## src/rtl/wb_ifetch_pkg.sv

```systemverilog
// wb_ifetch_pkg: shared types and sizing helper for the J1 instruction prefetch unit
package wb_ifetch_pkg;

    localparam int IF_AW = 12;
    localparam int IF_DW = 16;

    typedef enum logic {RUN, FLUSH} state_t;

    typedef struct packed {
        logic [IF_AW-1:0] adr;
        logic [IF_DW-1:0] dat;
    } entry_t;

    function automatic int cnt_w(input int depth);
        return $clog2(depth + 1);
    endfunction

endpackage

```

## src/rtl/wb_ifetch_if.sv

```systemverilog
// wb_ifetch_if: Wishbone fetch bus plus core-side instruction port of wb_ifetch
interface wb_ifetch_if
    import wb_ifetch_pkg::*;
#(
    parameter int AW = IF_AW,
    parameter int DW = IF_DW
);
    logic          wb_cyc_o;
    logic          wb_stb_o;
    logic [AW-1:0] wb_adr_o;
    logic [DW-1:0] wb_dat_i;
    logic          wb_ack_i;
    logic          wb_stall_i;
    logic          fetch_en_i;
    logic          redirect_i;
    logic [AW-1:0] redirect_adr_i;
    logic [DW-1:0] insn_o;
    logic [AW-1:0] insn_adr_o;
    logic          insn_valid_o;
    logic          insn_ready_i;

    modport master (
        output wb_cyc_o, wb_stb_o, wb_adr_o, insn_o, insn_adr_o, insn_valid_o,
        input  wb_dat_i, wb_ack_i, wb_stall_i, fetch_en_i, redirect_i, redirect_adr_i, insn_ready_i
    );

    modport slave (
        input  wb_cyc_o, wb_stb_o, wb_adr_o, insn_o, insn_adr_o, insn_valid_o,
        output wb_dat_i, wb_ack_i, wb_stall_i, fetch_en_i, redirect_i, redirect_adr_i, insn_ready_i
    );

endinterface

```

## src/rtl/wb_ifetch_fifo.sv

```systemverilog
// ifetch_fifo: DEPTH-entry show-ahead queue of fetched words with synchronous clear
module ifetch_fifo
    import wb_ifetch_pkg::*;
#(
    parameter int DEPTH = 4
)(
    input  logic                      clk,
    input  logic                      rst_n,
    input  logic                      i_clr,
    input  logic                      i_push,
    input  logic                      i_pop,
    input  entry_t                    i_dat,
    output entry_t                    o_dat,
    output logic [cnt_w(DEPTH)-1:0]   o_count
);

    localparam int CW = cnt_w(DEPTH);
    localparam int PW = $clog2(DEPTH);

    entry_t        r_mem [DEPTH];
    logic [PW-1:0] r_wr;
    logic [PW-1:0] r_rd;
    logic [CW-1:0] r_cnt;

    always_ff @(posedge clk or negedge rst_n) begin
        if (!rst_n) begin
            r_wr  <= '0;
            r_rd  <= '0;
            r_cnt <= '0;
            for (int i = 0; i < DEPTH; i++) r_mem[i] <= '0;
        end else if (i_clr) begin
            r_wr  <= '0;
            r_rd  <= '0;
            r_cnt <= '0;
        end else begin
            if (i_push) begin
                r_mem[r_wr] <= i_dat;
                r_wr        <= r_wr + 1'b1;
            end
            if (i_pop) r_rd <= r_rd + 1'b1;
            r_cnt <= r_cnt + CW'(i_push) - CW'(i_pop);
        end
    end

    assign o_dat   = r_mem[r_rd];
    assign o_count = r_cnt;

endmodule

```

## src/rtl/wb_ifetch.sv

```systemverilog
// wb_ifetch: pipelined Wishbone instruction prefetcher with branch flush for the J1 core.
// WB_IFETCH_CYC_DROP_EN: wb_cyc_o drops when idle; otherwise it is held high after reset.
module wb_ifetch
    import wb_ifetch_pkg::*;
#(
    parameter int            AW         = IF_AW,
    parameter int            DW         = IF_DW,
    parameter int            DEPTH      = 4,
    parameter logic [AW-1:0] RESET_ADDR = '0
)(
    input logic         clk,
    input logic         rst_n,
    wb_ifetch_if.master bus
);

    localparam int CW = cnt_w(DEPTH);

    state_t        r_state;
    logic [AW-1:0] r_fadr;
    logic [AW-1:0] r_aadr;
    logic [CW-1:0] r_out;
    logic [CW-1:0] r_disc;
    logic          r_live;
    logic [CW-1:0] w_cnt;
    logic [CW-1:0] w_out_nxt;
    logic          w_stb;
    logic          w_acc;
    logic          w_ack;
    logic          w_push;
    logic          w_pop;
    entry_t        w_wr;
    entry_t        w_head;

    // queued plus in-flight words never exceed DEPTH, so every ack has a slot
    assign w_stb     = r_live && r_state == RUN && bus.fetch_en_i &&
                       ({1'b0, w_cnt} + {1'b0, r_out} < (CW+1)'(DEPTH));
    assign w_acc     = w_stb && !bus.wb_stall_i;
    assign w_ack     = bus.wb_ack_i && r_out != '0;
    assign w_out_nxt = r_out + CW'(w_acc) - CW'(w_ack);
    assign w_push    = w_ack && r_state == RUN && !bus.redirect_i;
    assign w_pop     = w_cnt != '0 && bus.insn_ready_i && !bus.redirect_i;
    assign w_wr      = '{adr: r_aadr, dat: bus.wb_dat_i};

    always_ff @(posedge clk or negedge rst_n) begin
        if (!rst_n) begin
            r_state <= RUN;
            r_fadr  <= RESET_ADDR;
            r_aadr  <= RESET_ADDR;
            r_out   <= '0;
            r_disc  <= '0;
            r_live  <= 1'b0;
        end else begin
            r_live <= 1'b1;
            r_out  <= w_out_nxt;
            if (bus.redirect_i) begin
                r_fadr  <= bus.redirect_adr_i;
                r_aadr  <= bus.redirect_adr_i;
                r_disc  <= w_out_nxt;
                r_state <= (w_out_nxt != '0) ? FLUSH : RUN;
            end else begin
                if (w_acc) r_fadr <= r_fadr + 1'b1;
                if (w_push) r_aadr <= r_aadr + 1'b1;
                if (r_state == FLUSH && w_ack) begin
                    r_disc <= r_disc - 1'b1;
                    if (r_disc == CW'(1)) r_state <= RUN;
                end
            end
        end
    end

    ifetch_fifo #(.DEPTH(DEPTH)) u_fifo (
        .clk     (clk),
        .rst_n   (rst_n),
        .i_clr   (bus.redirect_i),
        .i_push  (w_push),
        .i_pop   (w_pop),
        .i_dat   (w_wr),
        .o_dat   (w_head),
        .o_count (w_cnt)
    );

    assign bus.wb_stb_o     = w_stb;
    assign bus.wb_adr_o     = r_fadr;
`ifdef WB_IFETCH_CYC_DROP_EN
    assign bus.wb_cyc_o     = w_stb || r_out != '0;
`else
    assign bus.wb_cyc_o     = r_live;
`endif
    assign bus.insn_o       = w_head.dat;
    assign bus.insn_adr_o   = w_head.adr;
    assign bus.insn_valid_o = w_cnt != '0;

    a_no_stray_ack: assert property (@(posedge clk) disable iff (!rst_n) !(bus.wb_ack_i && r_out == '0));

endmodule

```

## src/flat_wrapper.sv

```systemverilog
// flat-port wrapper written by rule: the top's interface ports become plain ports
module wb_ifetch_flat import wb_ifetch_pkg::*;
#(
    parameter int            AW         = IF_AW,
    parameter int            DW         = IF_DW,
    parameter int            DEPTH      = 4,
    parameter logic [AW-1:0] RESET_ADDR = '0
)
  (clk, rst_n, bus_wb_cyc_o, bus_wb_stb_o, bus_wb_adr_o, bus_insn_o, bus_insn_adr_o, bus_insn_valid_o, bus_wb_dat_i, bus_wb_ack_i, bus_wb_stall_i, bus_fetch_en_i, bus_redirect_i, bus_redirect_adr_i, bus_insn_ready_i);
  wb_ifetch_if #(.AW(AW), .DW(DW)) bus_i ();
  input logic clk;
  input logic rst_n;
  output wire logic [$bits(bus_i.wb_cyc_o)-1:0] bus_wb_cyc_o;
  output wire logic [$bits(bus_i.wb_stb_o)-1:0] bus_wb_stb_o;
  output wire logic [$bits(bus_i.wb_adr_o)-1:0] bus_wb_adr_o;
  output wire logic [$bits(bus_i.insn_o)-1:0] bus_insn_o;
  output wire logic [$bits(bus_i.insn_adr_o)-1:0] bus_insn_adr_o;
  output wire logic [$bits(bus_i.insn_valid_o)-1:0] bus_insn_valid_o;
  input wire logic [$bits(bus_i.wb_dat_i)-1:0] bus_wb_dat_i;
  input wire logic [$bits(bus_i.wb_ack_i)-1:0] bus_wb_ack_i;
  input wire logic [$bits(bus_i.wb_stall_i)-1:0] bus_wb_stall_i;
  input wire logic [$bits(bus_i.fetch_en_i)-1:0] bus_fetch_en_i;
  input wire logic [$bits(bus_i.redirect_i)-1:0] bus_redirect_i;
  input wire logic [$bits(bus_i.redirect_adr_i)-1:0] bus_redirect_adr_i;
  input wire logic [$bits(bus_i.insn_ready_i)-1:0] bus_insn_ready_i;
  assign bus_wb_cyc_o = bus_i.wb_cyc_o;
  assign bus_wb_stb_o = bus_i.wb_stb_o;
  assign bus_wb_adr_o = bus_i.wb_adr_o;
  assign bus_insn_o = bus_i.insn_o;
  assign bus_insn_adr_o = bus_i.insn_adr_o;
  assign bus_insn_valid_o = bus_i.insn_valid_o;
  assign bus_i.wb_dat_i = bus_wb_dat_i;
  assign bus_i.wb_ack_i = bus_wb_ack_i;
  assign bus_i.wb_stall_i = bus_wb_stall_i;
  assign bus_i.fetch_en_i = bus_fetch_en_i;
  assign bus_i.redirect_i = bus_redirect_i;
  assign bus_i.redirect_adr_i = bus_redirect_adr_i;
  assign bus_i.insn_ready_i = bus_insn_ready_i;
  wb_ifetch #(.AW(AW), .DW(DW), .DEPTH(DEPTH), .RESET_ADDR(RESET_ADDR)) u_core (.clk(clk), .rst_n(rst_n), .bus(bus_i));
endmodule
```

## config.mk

```make
export PLATFORM = sky130hd
export DESIGN_NAME = wb_ifetch_flat
export DESIGN_NICKNAME = d
export VERILOG_FILES = /design/src/rtl/wb_ifetch_pkg.sv /design/src/rtl/wb_ifetch_if.sv /design/src/rtl/wb_ifetch_fifo.sv /design/src/rtl/wb_ifetch.sv /design/src/flat_wrapper.sv
export SDC_FILE = /design/constraint.sdc
export NUM_CORES = 1
export LEC_CHECK = 0
export CORE_ASPECT_RATIO = 1.2
export CORE_MARGIN = 10
export CORE_UTILIZATION = 55
export CTS_CLUSTER_SIZE = 28
export DETAILED_ROUTE_END_ITERATION = 7
export PLACE_DENSITY_LB_ADDON = 0.1
export REMOVE_ABC_BUFFERS = 1
export SLEW_MARGIN = 10
export SYNTH_ARGS = -nofsm -noshare
export SYNTH_HDL_FRONTEND = slang
export SYNTH_SLANG_ARGS = --single-unit
```

## constraint.sdc

```tcl
create_clock -name clk -period 3.38 [get_ports clk]
set_clock_uncertainty 0.05 [all_clocks]
set_input_delay 0.676 -clock clk [delete_from_list [all_inputs] [get_ports clk]]
set_output_delay 0.676 -clock clk [all_outputs]
set_load 0.02 [all_outputs]
```

==> metrics <==
Yosys Warn Count=0; Worst-Margin Slew=between 800 and 900 ps; share of cells above drive strength 1=0.329; startpoint types=register; Rel. slew slack=0.410; later-pin clock latency in the skew report=~420 ps; CTS tree=built; CTS max path bufs=2; vias in the first global route=between 5000 and 6000; period utilization=0.915; DR iter-0 viols=around 240; critical path cell sequence=ha_1 -> and4bb_1 -> nand2_1 -> a31oi_1 -> clkdlybuf4s50_1; Post-CTS Hold Buffers=0; die width=about 130 microns; status=finished clean; met1 usage=0.215; Root Driver=clkbuf_16; syn_area_per_cell=14.8 sq um; flops & latches, synth=approximately 150; WS Path Type=register to output pin; Worst IR Drop VDD=slightly above 0.5 mV; Die ar.=approximately 19000 sq um; crit path DAT=2370 ps; fill count=around 970; Layout area overhead=21.4%; Antenna Cells=0; Clock Sinks=between 150 and 200; Fmax achieved=0.323 GHz; P per Cell Area=approximately 750 nW/um^2; Pleak=~0.0041 uW; count of final hold-check violations=0; post-CTS setup buffers=0; Final GP Congestion=between 0.7 and 0.8; GRT Max-Usage Layer=met2; synth unique cells=45; vias=4387; DP HPWL=10300 microns; global-route wire length before repair=approximately 26000 microns; Worst-path clk slew=roughly 60 ps; drt first pass iters=4; total of max-cap violations=0; Layout Nets=between 600 and 700; Initial Utilization=0.564; I/O pins=78; RSZ-0062 raised after global routing=no; cts bufs inserted=17; GR Overflow Total=0; sequential area share after synthesis=0.504; EDFF count, synth=0; final setup vio count=0; Max FO, Critical Path=6; site row count=between 40 and 50; Slew Viols, Final=0; PostCTS Resize Cnt=0; initial antenna violation count=0; Register Area=3780 sq um; routed length per placed instance=20.2 microns; Power, Total=~6800 uW; ys async rst share=1.00; Hold Slack=about 94 ps; number of H-tree levels=4; Top FF cell, synth=dfrtp_1; worst min-delay path class=input pin to asynchronous set/reset pin; GR met2 Demand/Resource=0.280; residual DRC count=0; number of port buffers=77; wirelength, routed=around 16000 microns; largest net degree at the start of global routing=roughly 120; Cells after Synth=approximately 510; vias per cell=5.68; Detail Route Antenna Nets=0; area of the multi-input gates=3460 sq um; commonest non-fill, non-tap cells in the layout=150 x dfrtp_1, 80 x mux2_4, 76 x clkdlybuf4s50_1, 40 x mux2_2, 28 x mux4_2; leading cell type in the layout, fill and taps excluded=dfrtp_1; WP data required=2650 ps; synthesized area=~7500 sq um; core footprint=between 10000 and 15000 sq um; CP max-delay cell=clkdlybuf4s50_1; met3 Usage GRT=0.0433; total routing usage reported by global routing=0.173; Setup TNS Final=0 ps; Worst Setup End Kind=output pin; minimum clock period=roughly 3100 ps; Largest stage delay, worst path=roughly 640 ps; die height=~150 microns
final timing paths:
path | startpoint | depth (start not counted) | to | slack [ps]
max | u_core.r_out[2] | 5 | bus_wb_stb_o | 290
min | rst_n | 1 | u_core.u_fifo.r_mem[95] | 90
max reg2reg | u_core.r_out[1] | 11 | u_core.r_state | 570
min reg2reg | u_core.u_fifo.r_mem[18] | 1 | u_core.u_fifo.r_mem[18] | 450
max in group asynchronous | rst_n | 2 | u_core.bus.wb_adr_o[9] | 2280
min in group clk | u_core.u_fifo.r_mem[18] | 1 | u_core.u_fifo.r_mem[18] | 450
metrics by stage:
stage	cell area [sq um]	instances	worst slack (ps)	util
final	9110	772	287	0.685
after global routing	9110	772	143	0.685
after CTS	9110	772	253	0.685
after detailed placement	8470	740	344	0.637
after global placement	8470	740	392	0.637
after floorplan	7320	481	659	-
layout make-up:
cell class | instances | share of cell area
multi-input combinational | 309 | 0.380
tap | 168 | 0.0231
inverter | 21 | 0.00866
clock buffer | 25 | 0.0544
clock inverter | 7 | 0.0154
timing repair buffer | 91 | 0.103
sequential | 151 | 0.415
layer usage:
metal,vias up,routed length [microns]
li1,2000,-
met1,2273,6990
met2,88,7650
met3,26,583
met4,0,393
met5,-,0
Yosys cell counts, types with 2 or more instances:
cell type / number / area, sq um
nand4_1: 7 / 43.8
nand2b_1: 8 / 50.1
a21boi_0: 5 / 37.5
clkbuf_1: 9 / 33.8
nor4_1: 6 / 37.5
xor2_1: 6 / 52.6
buf_6: 12 / 135
nor2_1: 17 / 63.8
nand3_1: 6 / 30.0
o31a_1: 5 / 43.8
nand2_1: 13 / 48.8
ha_1: 14 / 175
buf_2: 3 / 15.0
a21oi_1: 5 / 25.0
nor3_1: 7 / 35.0
xnor2_1: 16 / 140
fa_1: 2 / 40.0
dfrtp_1: 151 / 3780
mux2_2: 40 / 450
nor4b_1: 2 / 17.5
o21ai_0: 6 / 30.0
o21a_1: 2 / 15.0
inv_1: 21 / 78.8
mux2i_1: 6 / 60.1
and2_1: 5 / 31.3
and3_1: 4 / 25.0
a31oi_1: 2 / 12.5
nor3b_1: 2 / 15.0
o311a_1: 2 / 20.0
mux2_4: 80 / 1200
mux4_2: 28 / 631
critical path, delay by kind of cell, from the launching register on:
kind                     cells  cell delay (ps)
AO/OA/AOI/OAI                1              170
adder cells (fa/ha/maj)      1              220
AND/OR/NAND/NOR              2              440
buffers and inverters        1              640
flip-flops                   1              470
sequential cells by signal (all words and copies together) (netlist names), 2 cells and up:
name                   cells
u_core.r_disc              3
u_core.u_fifo.r_wr         2
u_core.u_fifo.r_mem      112
u_core.u_fifo.o_count      3
u_core.bus.wb_adr_o       12
u_core.u_fifo.r_rd         2
u_core.r_out               3
u_core.r_aadr             12
kinds of logic after synthesis:
kind of cell / after synthesis / synth area share
fa+ha+maj: 16 / 0.0287
compound gates: 29 / 0.0285
xor+xnor: 22 / 0.0257
simple gates: 87 / 0.0654
flops: 151 / 0.504
buf+inv: 46 / 0.0355
other cells: 1 / 0.000500
mux: 154 / 0.312
report_power, final:
part	internal [uW]	switching, uW
Combinational	1310	986
Clock	1310	716
Sequential	2190	317
Total	4810	2020
Power figures use the tool's default switching activity.
